### src/rtl/mem_bus_ctrl_if.sv
// mem_bus_ctrl_if: bundle between pipeline stage M, the data-side devices
// and mem_bus_ctrl.
//   slave  : controller view (takes requests and device replies, drives
//            stall/done/rdata/buserr/err_pc and the device strobe bus)
//   master : pipeline + device view (the opposite directions)
interface mem_bus_ctrl_if;
  logic [31:0] req_addr;
  logic        req_ren;
  logic        req_wen;
  logic [3:0]  req_byteen;
  logic [31:0] req_wdata;
  logic [31:0] req_pc;
  logic        flush;

  logic        stall;
  logic        done;
  logic [31:0] rdata;
  logic        buserr;
  logic [31:0] err_pc;

  logic [2:0]  dev_sel;
  logic        dev_en;
  logic        dev_wen;
  logic [31:0] dev_addr;
  logic [3:0]  dev_byteen;
  logic [31:0] dev_wdata;

  logic [31:0] dm_rdata;
  logic [31:0] t0_rdata;
  logic [31:0] t1_rdata;
  logic        t0_ready;
  logic        t1_ready;

  modport slave (
    input  req_addr, req_ren, req_wen, req_byteen, req_wdata, req_pc, flush,
    input  dm_rdata, t0_rdata, t1_rdata, t0_ready, t1_ready,
    output stall, done, rdata, buserr, err_pc,
    output dev_sel, dev_en, dev_wen, dev_addr, dev_byteen, dev_wdata
  );

  modport master (
    output req_addr, req_ren, req_wen, req_byteen, req_wdata, req_pc, flush,
    output dm_rdata, t0_rdata, t1_rdata, t0_ready, t1_ready,
    input  stall, done, rdata, buserr, err_pc,
    input  dev_sel, dev_en, dev_wen, dev_addr, dev_byteen, dev_wdata
  );
endinterface

### src/rtl/mem_bus_ctrl.sv
// mem_bus_ctrl: sequences one data-side access at a time from stage M to
// DM / TIMER0 / TIMER1. Decodes the target, strobes it until ready or
// timeout, and returns rdata/buserr with a one-cycle done pulse.
// Ports:
//   clk    : clock, rising edge
//   reset  : asynchronous, active-high
//   bus    : mem_bus_ctrl_if.slave (request, stall/done/response, device bus)
module mem_bus_ctrl #(
  parameter logic [31:0] DM_END  = 32'h0000_3000,
  parameter logic [31:0] T0_BASE = 32'h0000_7F00,
  parameter logic [31:0] T1_BASE = 32'h0000_7F10,
  parameter logic [7:0]  TIMEOUT = 8'd15
) (
  input  logic          clk,
  input  logic          reset,
  mem_bus_ctrl_if.slave bus
);

  localparam int unsigned AW   = 32;
  localparam int unsigned DW   = 32;
  localparam int unsigned BW   = 4;
  localparam int unsigned CW   = 8;
  localparam int unsigned NDEV = 3;

  // Window ends computed one bit wider so a base near the top cannot wrap.
  localparam logic [AW:0] T0_END = {1'b0, T0_BASE} + (AW+1)'(12);
  localparam logic [AW:0] T1_END = {1'b0, T1_BASE} + (AW+1)'(12);

  localparam logic [1:0] S_IDLE = 2'd0;
  localparam logic [1:0] S_BUSY = 2'd1;
  localparam logic [1:0] S_RESP = 2'd2;

  logic [1:0]      state_q,      state_d;
  logic [CW-1:0]   cnt_q,        cnt_d;
  logic [NDEV-1:0] dev_sel_q,    dev_sel_d;
  logic            dev_en_q,     dev_en_d;
  logic            dev_wen_q,    dev_wen_d;
  logic [AW-1:0]   dev_addr_q,   dev_addr_d;
  logic [BW-1:0]   dev_byteen_q, dev_byteen_d;
  logic [DW-1:0]   dev_wdata_q,  dev_wdata_d;
  logic            done_q,       done_d;
  logic [DW-1:0]   rdata_q,      rdata_d;
  logic            buserr_q,     buserr_d;
  logic [AW-1:0]   err_pc_q,     err_pc_d;

  logic            req_valid;
  logic            accept;
  logic [NDEV-1:0] dec_sel;
  logic            sel_ready;
  logic [DW-1:0]   sel_rdata;
  logic [CW-1:0]   cnt_inc;

  assign req_valid = bus.req_ren | bus.req_wen;
  assign accept    = (state_q == S_IDLE) && req_valid && !bus.flush;

  // Address decode into {T1,T0,DM}; all zero means unmapped.
  always_comb begin
    dec_sel = '0;
    if (bus.req_addr < DM_END) begin
      dec_sel = 3'b001;
    end else if ((bus.req_addr >= T0_BASE) && ({1'b0, bus.req_addr} < T0_END)) begin
      dec_sel = 3'b010;
    end else if ((bus.req_addr >= T1_BASE) && ({1'b0, bus.req_addr} < T1_END)) begin
      dec_sel = 3'b100;
    end
  end

  // DM has no ready line: it completes in its first BUSY cycle.
  assign sel_ready = dev_sel_q[0]
                   | (dev_sel_q[1] & bus.t0_ready)
                   | (dev_sel_q[2] & bus.t1_ready);

  assign sel_rdata = ({DW{dev_sel_q[0]}} & bus.dm_rdata)
                   | ({DW{dev_sel_q[1]}} & bus.t0_rdata)
                   | ({DW{dev_sel_q[2]}} & bus.t1_rdata);

  assign cnt_inc = (cnt_q == {CW{1'b1}}) ? cnt_q : cnt_q + CW'(1);

  // Next-state and next-output logic.
  always_comb begin
    state_d      = state_q;
    cnt_d        = cnt_q;
    dev_sel_d    = dev_sel_q;
    dev_en_d     = dev_en_q;
    dev_wen_d    = dev_wen_q;
    dev_addr_d   = dev_addr_q;
    dev_byteen_d = dev_byteen_q;
    dev_wdata_d  = dev_wdata_q;
    done_d       = 1'b0;
    rdata_d      = rdata_q;
    buserr_d     = buserr_q;
    err_pc_d     = err_pc_q;

    case (state_q)
      S_IDLE: begin
        if (accept) begin
          dev_addr_d  = bus.req_addr;
          dev_wdata_d = bus.req_wdata;
          err_pc_d    = bus.req_pc;
          cnt_d       = '0;
          if (dec_sel != '0) begin
            state_d      = S_BUSY;
            dev_sel_d    = dec_sel;
            dev_en_d     = 1'b1;
            dev_wen_d    = bus.req_wen;   // write wins if both ren and wen are set
            dev_byteen_d = bus.req_byteen;
          end else begin
            state_d  = S_RESP;
            done_d   = 1'b1;
            buserr_d = 1'b1;
            rdata_d  = '0;
          end
        end
      end

      S_BUSY: begin
        // flush is deliberately ignored: an issued access always completes.
        if (sel_ready) begin
          state_d  = S_RESP;
          done_d   = 1'b1;
          buserr_d = 1'b0;
          rdata_d  = dev_wen_q ? '0 : sel_rdata;
        end else begin
          cnt_d = cnt_inc;
          if (cnt_inc >= TIMEOUT) begin
            state_d  = S_RESP;
            done_d   = 1'b1;
            buserr_d = 1'b1;
            rdata_d  = '0;
          end
        end
        if (state_d == S_RESP) begin
          dev_sel_d    = '0;
          dev_en_d     = 1'b0;
          dev_wen_d    = 1'b0;
          dev_byteen_d = '0;
        end
      end

      S_RESP: begin
        state_d = S_IDLE;
      end

      default: begin
        state_d      = S_IDLE;
        dev_sel_d    = '0;
        dev_en_d     = 1'b0;
        dev_wen_d    = 1'b0;
        dev_byteen_d = '0;
      end
    endcase
  end

  // State and registered outputs.
  always_ff @(posedge clk or posedge reset) begin
    if (reset) begin
      state_q      <= S_IDLE;
      cnt_q        <= '0;
      dev_sel_q    <= '0;
      dev_en_q     <= 1'b0;
      dev_wen_q    <= 1'b0;
      dev_addr_q   <= '0;
      dev_byteen_q <= '0;
      dev_wdata_q  <= '0;
      done_q       <= 1'b0;
      rdata_q      <= '0;
      buserr_q     <= 1'b0;
      err_pc_q     <= '0;
    end else begin
      state_q      <= state_d;
      cnt_q        <= cnt_d;
      dev_sel_q    <= dev_sel_d;
      dev_en_q     <= dev_en_d;
      dev_wen_q    <= dev_wen_d;
      dev_addr_q   <= dev_addr_d;
      dev_byteen_q <= dev_byteen_d;
      dev_wdata_q  <= dev_wdata_d;
      done_q       <= done_d;
      rdata_q      <= rdata_d;
      buserr_q     <= buserr_d;
      err_pc_q     <= err_pc_d;
    end
  end

  // stall must see the current request to freeze M in the accept cycle;
  // reset forces it low immediately.
  assign bus.stall = !reset && (accept || (state_q == S_BUSY));

  assign bus.done       = done_q;
  assign bus.rdata      = rdata_q;
  assign bus.buserr     = buserr_q;
  assign bus.err_pc     = err_pc_q;
  assign bus.dev_sel    = dev_sel_q;
  assign bus.dev_en     = dev_en_q;
  assign bus.dev_wen    = dev_wen_q;
  assign bus.dev_addr   = dev_addr_q;
  assign bus.dev_byteen = dev_byteen_q;
  assign bus.dev_wdata  = dev_wdata_q;

endmodule

### src/flat_wrapper.sv
// flat-port wrapper written by rule: the top's interface ports become plain ports
module mem_bus_ctrl_flat 
#(
  parameter logic [31:0] DM_END  = 32'h0000_3000,
  parameter logic [31:0] T0_BASE = 32'h0000_7F00,
  parameter logic [31:0] T1_BASE = 32'h0000_7F10,
  parameter logic [7:0]  TIMEOUT = 8'd15
)
  (clk, reset, bus_req_addr, bus_req_ren, bus_req_wen, bus_req_byteen, bus_req_wdata, bus_req_pc, bus_flush, bus_dm_rdata, bus_t0_rdata, bus_t1_rdata, bus_t0_ready, bus_t1_ready, bus_stall, bus_done, bus_rdata, bus_buserr, bus_err_pc, bus_dev_sel, bus_dev_en, bus_dev_wen, bus_dev_addr, bus_dev_byteen, bus_dev_wdata);
  mem_bus_ctrl_if bus_i ();
  input  logic clk;
  input  logic reset;
  input wire logic [$bits(bus_i.req_addr)-1:0] bus_req_addr;
  input wire logic [$bits(bus_i.req_ren)-1:0] bus_req_ren;
  input wire logic [$bits(bus_i.req_wen)-1:0] bus_req_wen;
  input wire logic [$bits(bus_i.req_byteen)-1:0] bus_req_byteen;
  input wire logic [$bits(bus_i.req_wdata)-1:0] bus_req_wdata;
  input wire logic [$bits(bus_i.req_pc)-1:0] bus_req_pc;
  input wire logic [$bits(bus_i.flush)-1:0] bus_flush;
  input wire logic [$bits(bus_i.dm_rdata)-1:0] bus_dm_rdata;
  input wire logic [$bits(bus_i.t0_rdata)-1:0] bus_t0_rdata;
  input wire logic [$bits(bus_i.t1_rdata)-1:0] bus_t1_rdata;
  input wire logic [$bits(bus_i.t0_ready)-1:0] bus_t0_ready;
  input wire logic [$bits(bus_i.t1_ready)-1:0] bus_t1_ready;
  output wire logic [$bits(bus_i.stall)-1:0] bus_stall;
  output wire logic [$bits(bus_i.done)-1:0] bus_done;
  output wire logic [$bits(bus_i.rdata)-1:0] bus_rdata;
  output wire logic [$bits(bus_i.buserr)-1:0] bus_buserr;
  output wire logic [$bits(bus_i.err_pc)-1:0] bus_err_pc;
  output wire logic [$bits(bus_i.dev_sel)-1:0] bus_dev_sel;
  output wire logic [$bits(bus_i.dev_en)-1:0] bus_dev_en;
  output wire logic [$bits(bus_i.dev_wen)-1:0] bus_dev_wen;
  output wire logic [$bits(bus_i.dev_addr)-1:0] bus_dev_addr;
  output wire logic [$bits(bus_i.dev_byteen)-1:0] bus_dev_byteen;
  output wire logic [$bits(bus_i.dev_wdata)-1:0] bus_dev_wdata;
  assign bus_i.req_addr = bus_req_addr;
  assign bus_i.req_ren = bus_req_ren;
  assign bus_i.req_wen = bus_req_wen;
  assign bus_i.req_byteen = bus_req_byteen;
  assign bus_i.req_wdata = bus_req_wdata;
  assign bus_i.req_pc = bus_req_pc;
  assign bus_i.flush = bus_flush;
  assign bus_i.dm_rdata = bus_dm_rdata;
  assign bus_i.t0_rdata = bus_t0_rdata;
  assign bus_i.t1_rdata = bus_t1_rdata;
  assign bus_i.t0_ready = bus_t0_ready;
  assign bus_i.t1_ready = bus_t1_ready;
  assign bus_stall = bus_i.stall;
  assign bus_done = bus_i.done;
  assign bus_rdata = bus_i.rdata;
  assign bus_buserr = bus_i.buserr;
  assign bus_err_pc = bus_i.err_pc;
  assign bus_dev_sel = bus_i.dev_sel;
  assign bus_dev_en = bus_i.dev_en;
  assign bus_dev_wen = bus_i.dev_wen;
  assign bus_dev_addr = bus_i.dev_addr;
  assign bus_dev_byteen = bus_i.dev_byteen;
  assign bus_dev_wdata = bus_i.dev_wdata;
  mem_bus_ctrl #(.DM_END(DM_END), .T0_BASE(T0_BASE), .T1_BASE(T1_BASE), .TIMEOUT(TIMEOUT)) u_core (.clk(clk), .reset(reset), .bus(bus_i));
endmodule
### config.mk
export PLATFORM = sky130hd
export DESIGN_NAME = mem_bus_ctrl_flat
export DESIGN_NICKNAME = d
export VERILOG_FILES = /design/src/rtl/mem_bus_ctrl_if.sv /design/src/rtl/mem_bus_ctrl.sv /design/src/flat_wrapper.sv
export SDC_FILE = /design/constraint.sdc
export NUM_CORES = 1
export LEC_CHECK = 0
export ABC_AREA = 1
export BUFFER_PORTS_ARGS = -buffer_cell sky130_fd_sc_hd__buf_2
export CAP_MARGIN = 40
export CORE_MARGIN = 10
export CORE_UTILIZATION = 49
export CTS_CLUSTER_SIZE = 8
export DETAILED_ROUTE_END_ITERATION = 8
export PLACE_DENSITY_LB_ADDON = 0.25
export SLEW_MARGIN = 30
export SYNTH_ARGS = -nofsm -noshare
export SYNTH_HDL_FRONTEND = slang
export SYNTH_SLANG_ARGS = --single-unit
### constraint.sdc
create_clock -name clk -period 9.3 [get_ports clk]
set_input_delay 0.465 -clock clk [delete_from_list [all_inputs] [get_ports clk]]
set_output_delay 0.465 -clock clk [all_outputs]
set_load 0.05 [all_outputs]
Word-level counts from Yosys, hierarchy flattened
Index checks and enable logic that the tools add are counted.

storage, ports and cells
  logic and storage cells = 99
  register bits after elaboration = 149
  input port bits = 203
  output and inout bits = 140

operators by class
  bitwise gates (word level) = 11
  reduce and logical (&&, ||, !) cells = 15
  eq/ne operators = 10
  mux-type cells = 44
  order comparisons = 6
  add/sub/neg operators = 1

operators by type and width
  cell                                                                 count
  2-to-1 mux 32 bit                                                    5
  AND 32 bit                                                           3
  greater-or-equal comparator 32 x 15 -> 1 bit, second input constant  2
  less-than comparator 32 x 15 -> 1 bit, second input constant         2
  OR 32 bit                                                            2
  one-hot mux 32 bit (2 select lines)                                  1
  less-than comparator 32 x 14 -> 1 bit, second input constant         1
  2-to-1 mux 8 bit                                                     3
  2-to-1 mux 3 bit                                                     6
  one-hot mux 8 bit (2 select lines)                                   1
  2-to-1 mux 1 bit                                                     13
  2-to-1 mux 4 bit                                                     3
  one-hot mux 4 bit (3 select lines)                                   1
  2-to-1 mux 2 bit                                                     5
  one-hot mux 3 bit (3 select lines)                                   1
  adder 8 x 1 -> 8 bit, second input constant                          1
  == test 8 bit, second input constant                                 1
  greater-or-equal comparator 8 x 4 -> 1 bit, second input constant    1
  AND reduction 4 bit                                                  2
  != test 2 bit, second input constant                                 3
  one-hot mux 1 bit (3 select lines)                                   2
  logical AND 1 bit                                                    5
  == test 2 bit, second input constant                                 2
  != test 2 x 1 -> 1 bit, second input constant                        2
  other kinds (14)                                                     19

Logic depth before layout (Yosys ltp)
  word-level depth = 9
  gate-level depth with buffers = 13
  mapped depth without buffers = 13

Least setup slack after synthesis
OpenSTA, ideal clock, no wires.

  path type = register to output
  from = register u_core.state_q[1]
  to = output bus_stall
  data arrival time = 1.858 ns
  path buffers = 0
  stages on the path, launching flop included = 6
  path slack = 6.977 ns
  data required time = 8.835 ns
  cell sequence = dfrtp_1 -> nor2_1 -> nand3_1 -> inv_2 -> nor2_1 -> nor3_1

between the ends
  cells in the longest elaborated chain, start to end = 5
  elaborated cells on any way between the ends = 6
  classes of those cells = 1 x eq/ne; 5 x reduce/logical

RTL lines
  element                         line                 source
  start, declared                 mem_bus_ctrl.sv:33   logic [1:0] state_q, state_d;
  start signal, assigned          mem_bus_ctrl.sv:170  state_q <= state_d;
  logical NOT 2 bit               mem_bus_ctrl.sv:54   assign accept = (state_q == S_IDLE) && req_valid && !bus.flush;
  logical AND 1 bit (2 in a row)  mem_bus_ctrl.sv:54
  logical OR 1 bit *              mem_bus_ctrl.sv:187  assign bus.stall = !reset && (accept || (state_q == S_BUSY));
  logical AND 1 bit *             mem_bus_ctrl.sv:187
  end, declared                   flat_wrapper.sv:25   output wire logic [$bits(bus_i.stall)-1:0] bus_stall;

Every way passes the cells marked *; elsewhere a longest branch is shown, timed or not.

Worst setup path after layout
Ends and elaborated chain as after synthesis.

==> results <==
- Of all nets on the critical path, the largest fanout is 113.
- The reported leakage power is 5.578 nW.
- In the final layout, the multi-input gates occupy 2933 sq um.
- Setup repair after global routing left no endpoint under its margin.
- At the pin with the least slew margin, the transition time is 0.8222 ns.
- The launch point of the worst reg-to-reg path is u_core.state_q[1].
- The fraction of the yosys area taken by sequential cells is 0.5284.
- Measured on the finished design, the core utilization comes to 0.6801.
- Across all hold checks on the routed design, the worst slack comes to 0.1821 ns.
- In the post-synthesis netlist, the biggest area contributors are dfrtp_1, nand2_1, nand3_1, nand3_2, clkbuf_1.
- The first global-routing pass estimated 37.32 mm of wire.
- The number of DRC markers in iteration 0 is 444.
- The depth of the worst register-to-register path is 8.
- The master cell of the clock root buffer is clkbuf_16.
- The count of final setup violators is 0.
- After the flow finishes, the layout carries non-filler instances totaling 1402.
- The number of hold buffers added after CTS was 0.
- The number of filler instances in the final layout is 1184.
- The number of pins exceeding their max-slew limit in the final report is 0.
- The final critical delay including setup and external delays is 2.742 ns.
- The warning count from the yosys run is 0.
- Once detailed placement completed, the half-perimeter wirelength came to 18.58 mm.
- The post-synthesis instance total is 884.
- The TritonCTS clock tree is built.
- The tree built by TritonCTS fans out to 149 sinks.
- The number of global-route vias before repair is 7018.
- Of the available clock period, the critical path in the final layout requires 0.2948.
- The cell area power density is 207.5 nW/um^2.
- A synthesized cell averages 7.983 sq um.
- The die extent in y is 140.0 um.
- The number of hold violations in the final report is 0.
- The leading area contributor after synthesis is dfrtp_1.
- The endpoint identified for the worst register-to-register timing path is u_core.cnt_q[6].
- The critical path is of the reg -> out type.
- The first detailed-routing pass ran for 7 iterations.
- The number of H-tree levels is 4.
- The number of antenna violations at the first check in global routing is 2.
- The synthesized net count is 1088.
- The worst voltage drop across the vdd grid is 0.1546 mV.
- For the worst-skew pair, the clock arrives at the later sink with an insertion delay of 0.42 ns.
- The final setup TNS is 0 ns.
- After clock tree synthesis, the clock-pin slew on the worst setup and hold paths is 0.06 ns.
- In this run the worst hold path is classified as in -> async.
- The total via count after detailed routing is 6973.
- The number of remaining DRC errors is 0.
- The total overflow left after global routing is 0.
- The number of cell rows is 43.
- Post-CTS timing repair inserted 0 buffers for setup.
- Summing internal, switching and leakage power gives 1.974 mW.
- The peak clock frequency supported by timing is 364.8 MHz.
- The initial utilization of the core area, before any placement, comes to 0.5045.
- Summing all flip-flop and latch instances after layout gives 3730 sq um.
- The proportion of netlist area held by the largest area contributor is 0.5284.
- TritonCTS created 17 clock buffers.
- The data arrival time at the worst-slack endpoint is 2.28 ns.
- The reported max-cap violation count is 0.
- The worst setup path is launched from a register.
- The total wirelength of the detailed-routed design is 24.13 mm.
- The detail route stage leaves a number of antenna-violating nets equal to 0.
- In this run, distinct cell masters in the synthesized netlist total 30.
- Across all register-to-register paths, the minimum setup slack is 6.72 ns.
- The cell area that synthesis handed to floorplanning was 7057 sq um.
- The net count reported at finish is 1411.
- The proportion of layout cells with a drive suffix above 1 is 0.3631.
- Synthesis inferred 149 register bits.
- The via density per instance is 4.974.
- The worst clock skew on the final layout is 0.007233 ns.
- The floorplan step defined a die boundary enclosing 19600 sq um.
- The floorplan step defined a core boundary enclosing 13990 sq um.
- Entering global routing, the biggest net connects 114 pins.
- The total placed cells including tap cells is 1368.
- STA classifies the critical path endpoint as an output port.
- The worst pin sits at a relative slew slack of 0.4519.
- Routability-driven placement finished with a final weighted congestion of 0.8599.
- Input and output buffers added on the ports amount to 342.
- In this run, post-CTS repair resized a total of 0 instances.
- In the final routed layout, each cell accounts on average for 17.21 um.
- The clock passes through at most 2 buffers.
- 343 I/O pins were placed.
- The die is 140.0 um wide.
- Relative to the synthesized area, the layout overhead comes to 34.80%.
- The required time at the endpoint of the critical path is 8.84 ns.
- The run finished with clean final reports.
- For this run, the total global-route usage over all layers was measured as 0.2361.
-- through the flow --
stage	cell area (sq um)	worst slack, ns
after floorplan	7057	4.827
after global placement	8813	6.283
after detailed placement	8874	6.547
after CTS	9508	6.533
after global routing	9510	6.410
final	9513	6.558
-- layer usage --
metal	wire [um]	share of wire	up-vias	track usage
met5	7	0.00029	-	0
met4	650	0.027	2	0.09239
met3	2435	0.10	45	0.09195
met2	11680	0.48	305	0.3952
met1	9352	0.39	3184	0.2652
li1	-	-	3437	-
-- critical path, stage by stage (launching register included) --
cell,delay [ns]
dfrtp_1,0.41
nor2_1,0.11
nand3_4,0.08
buf_6,0.55
inv_2,0.12
nor2_1,0.24
nor3_1,0.09
buf_2,0.22
-- state kept, by name (all words and copies together) (netlist names) --
signal and cells:
u_core.bus.buserr 1, u_core.bus.dev_addr 32, u_core.bus.dev_byteen 4, u_core.bus.dev_en 1
u_core.bus.dev_sel 3, u_core.bus.dev_wdata 32, u_core.bus.dev_wen 1, u_core.bus.done 1
u_core.bus.err_pc 32, u_core.bus.rdata 32, u_core.cnt_q 8, u_core.state_q 2
-- cells in the mapped netlist --
cell and n:
ha_1 1, nor3_1 5, or2_1 1, nand2_1 440, nor2_2 4, nand2_2 5, nand3_1 80, xnor2_1 1
nand4_2 1, a21oi_1 4, nor2_8 1, inv_2 10, o22ai_1 6, buf_2 1, clkinv_1 2, nor2_1 18
buf_12 3, nand4_1 16, and2_1 2, o21ai_1 1, nor3b_2 1, clkbuf_1 38, dfrtp_1 149, inv_1 34
o21bai_1 2, nand2_4 2, buf_4 4, o21ai_0 18, nor2_4 1, nand3_2 33
-- report_power, final --
part           switching [mW]  leakage (nW)  internal [mW]
logic                   0.376          3.35          0.111
clock network           0.267         0.310          0.464
registers              0.0397          1.92          0.716
-- worst max-delay path by stage --
stage,slack (ns),to,cells after the start,from
floorplan,4.83,u_core.bus.buserr,1,reset
global placement,6.28,u_core.bus.buserr,9,bus_req_wen
detailed placement,6.55,u_core.cnt_q[5],9,bus_req_wen
CTS,6.53,bus_stall,7,u_core.state_q[1]
global route,6.41,u_core.cnt_q[5],8,u_core.state_q[1]
finish,6.56,bus_stall,7,u_core.state_q[1]
-- cells in the final DEF (no fill, tap or decap), types with 10 or more instances in the layout --
cell type | Yosys | final
nand3_2 | 33 | 33
nand4_1 | 16 | 16
nand2_1 | 440 | 439
buf_2 | 1 | 342
inv_1 | 34 | 33
o21ai_0 | 18 | 18
clkbuf_16 | 0 | 17
dfrtp_1 | 149 | 148
nand3_1 | 80 | 79
nor2_1 | 18 | 18
inv_2 | 10 | 10
-- cell families after synthesis --
| kind of cell | synth area share |
|---|---|
| DFF | 0.5284 |
| and+or+nand+nor | 0.3867 |
| buffers and inverters | 0.05816 |
| adders and majority gates | 0.001773 |
| xor gates and xnor gates | 0.001241 |
| AOI/OAI and AO/OA | 0.02376 |
-- cell type report --
type,instances,area share
antenna,2,0.0005261
clock buffer,20,0.04801
clock inverter,12,0.01868
inverter,46,0.01868
multi-input combinational,643,0.3083
sequential,149,0.3921
tap,180,0.02367
timing repair buffer,350,0.1901
(Power assumes the default switching activity.)
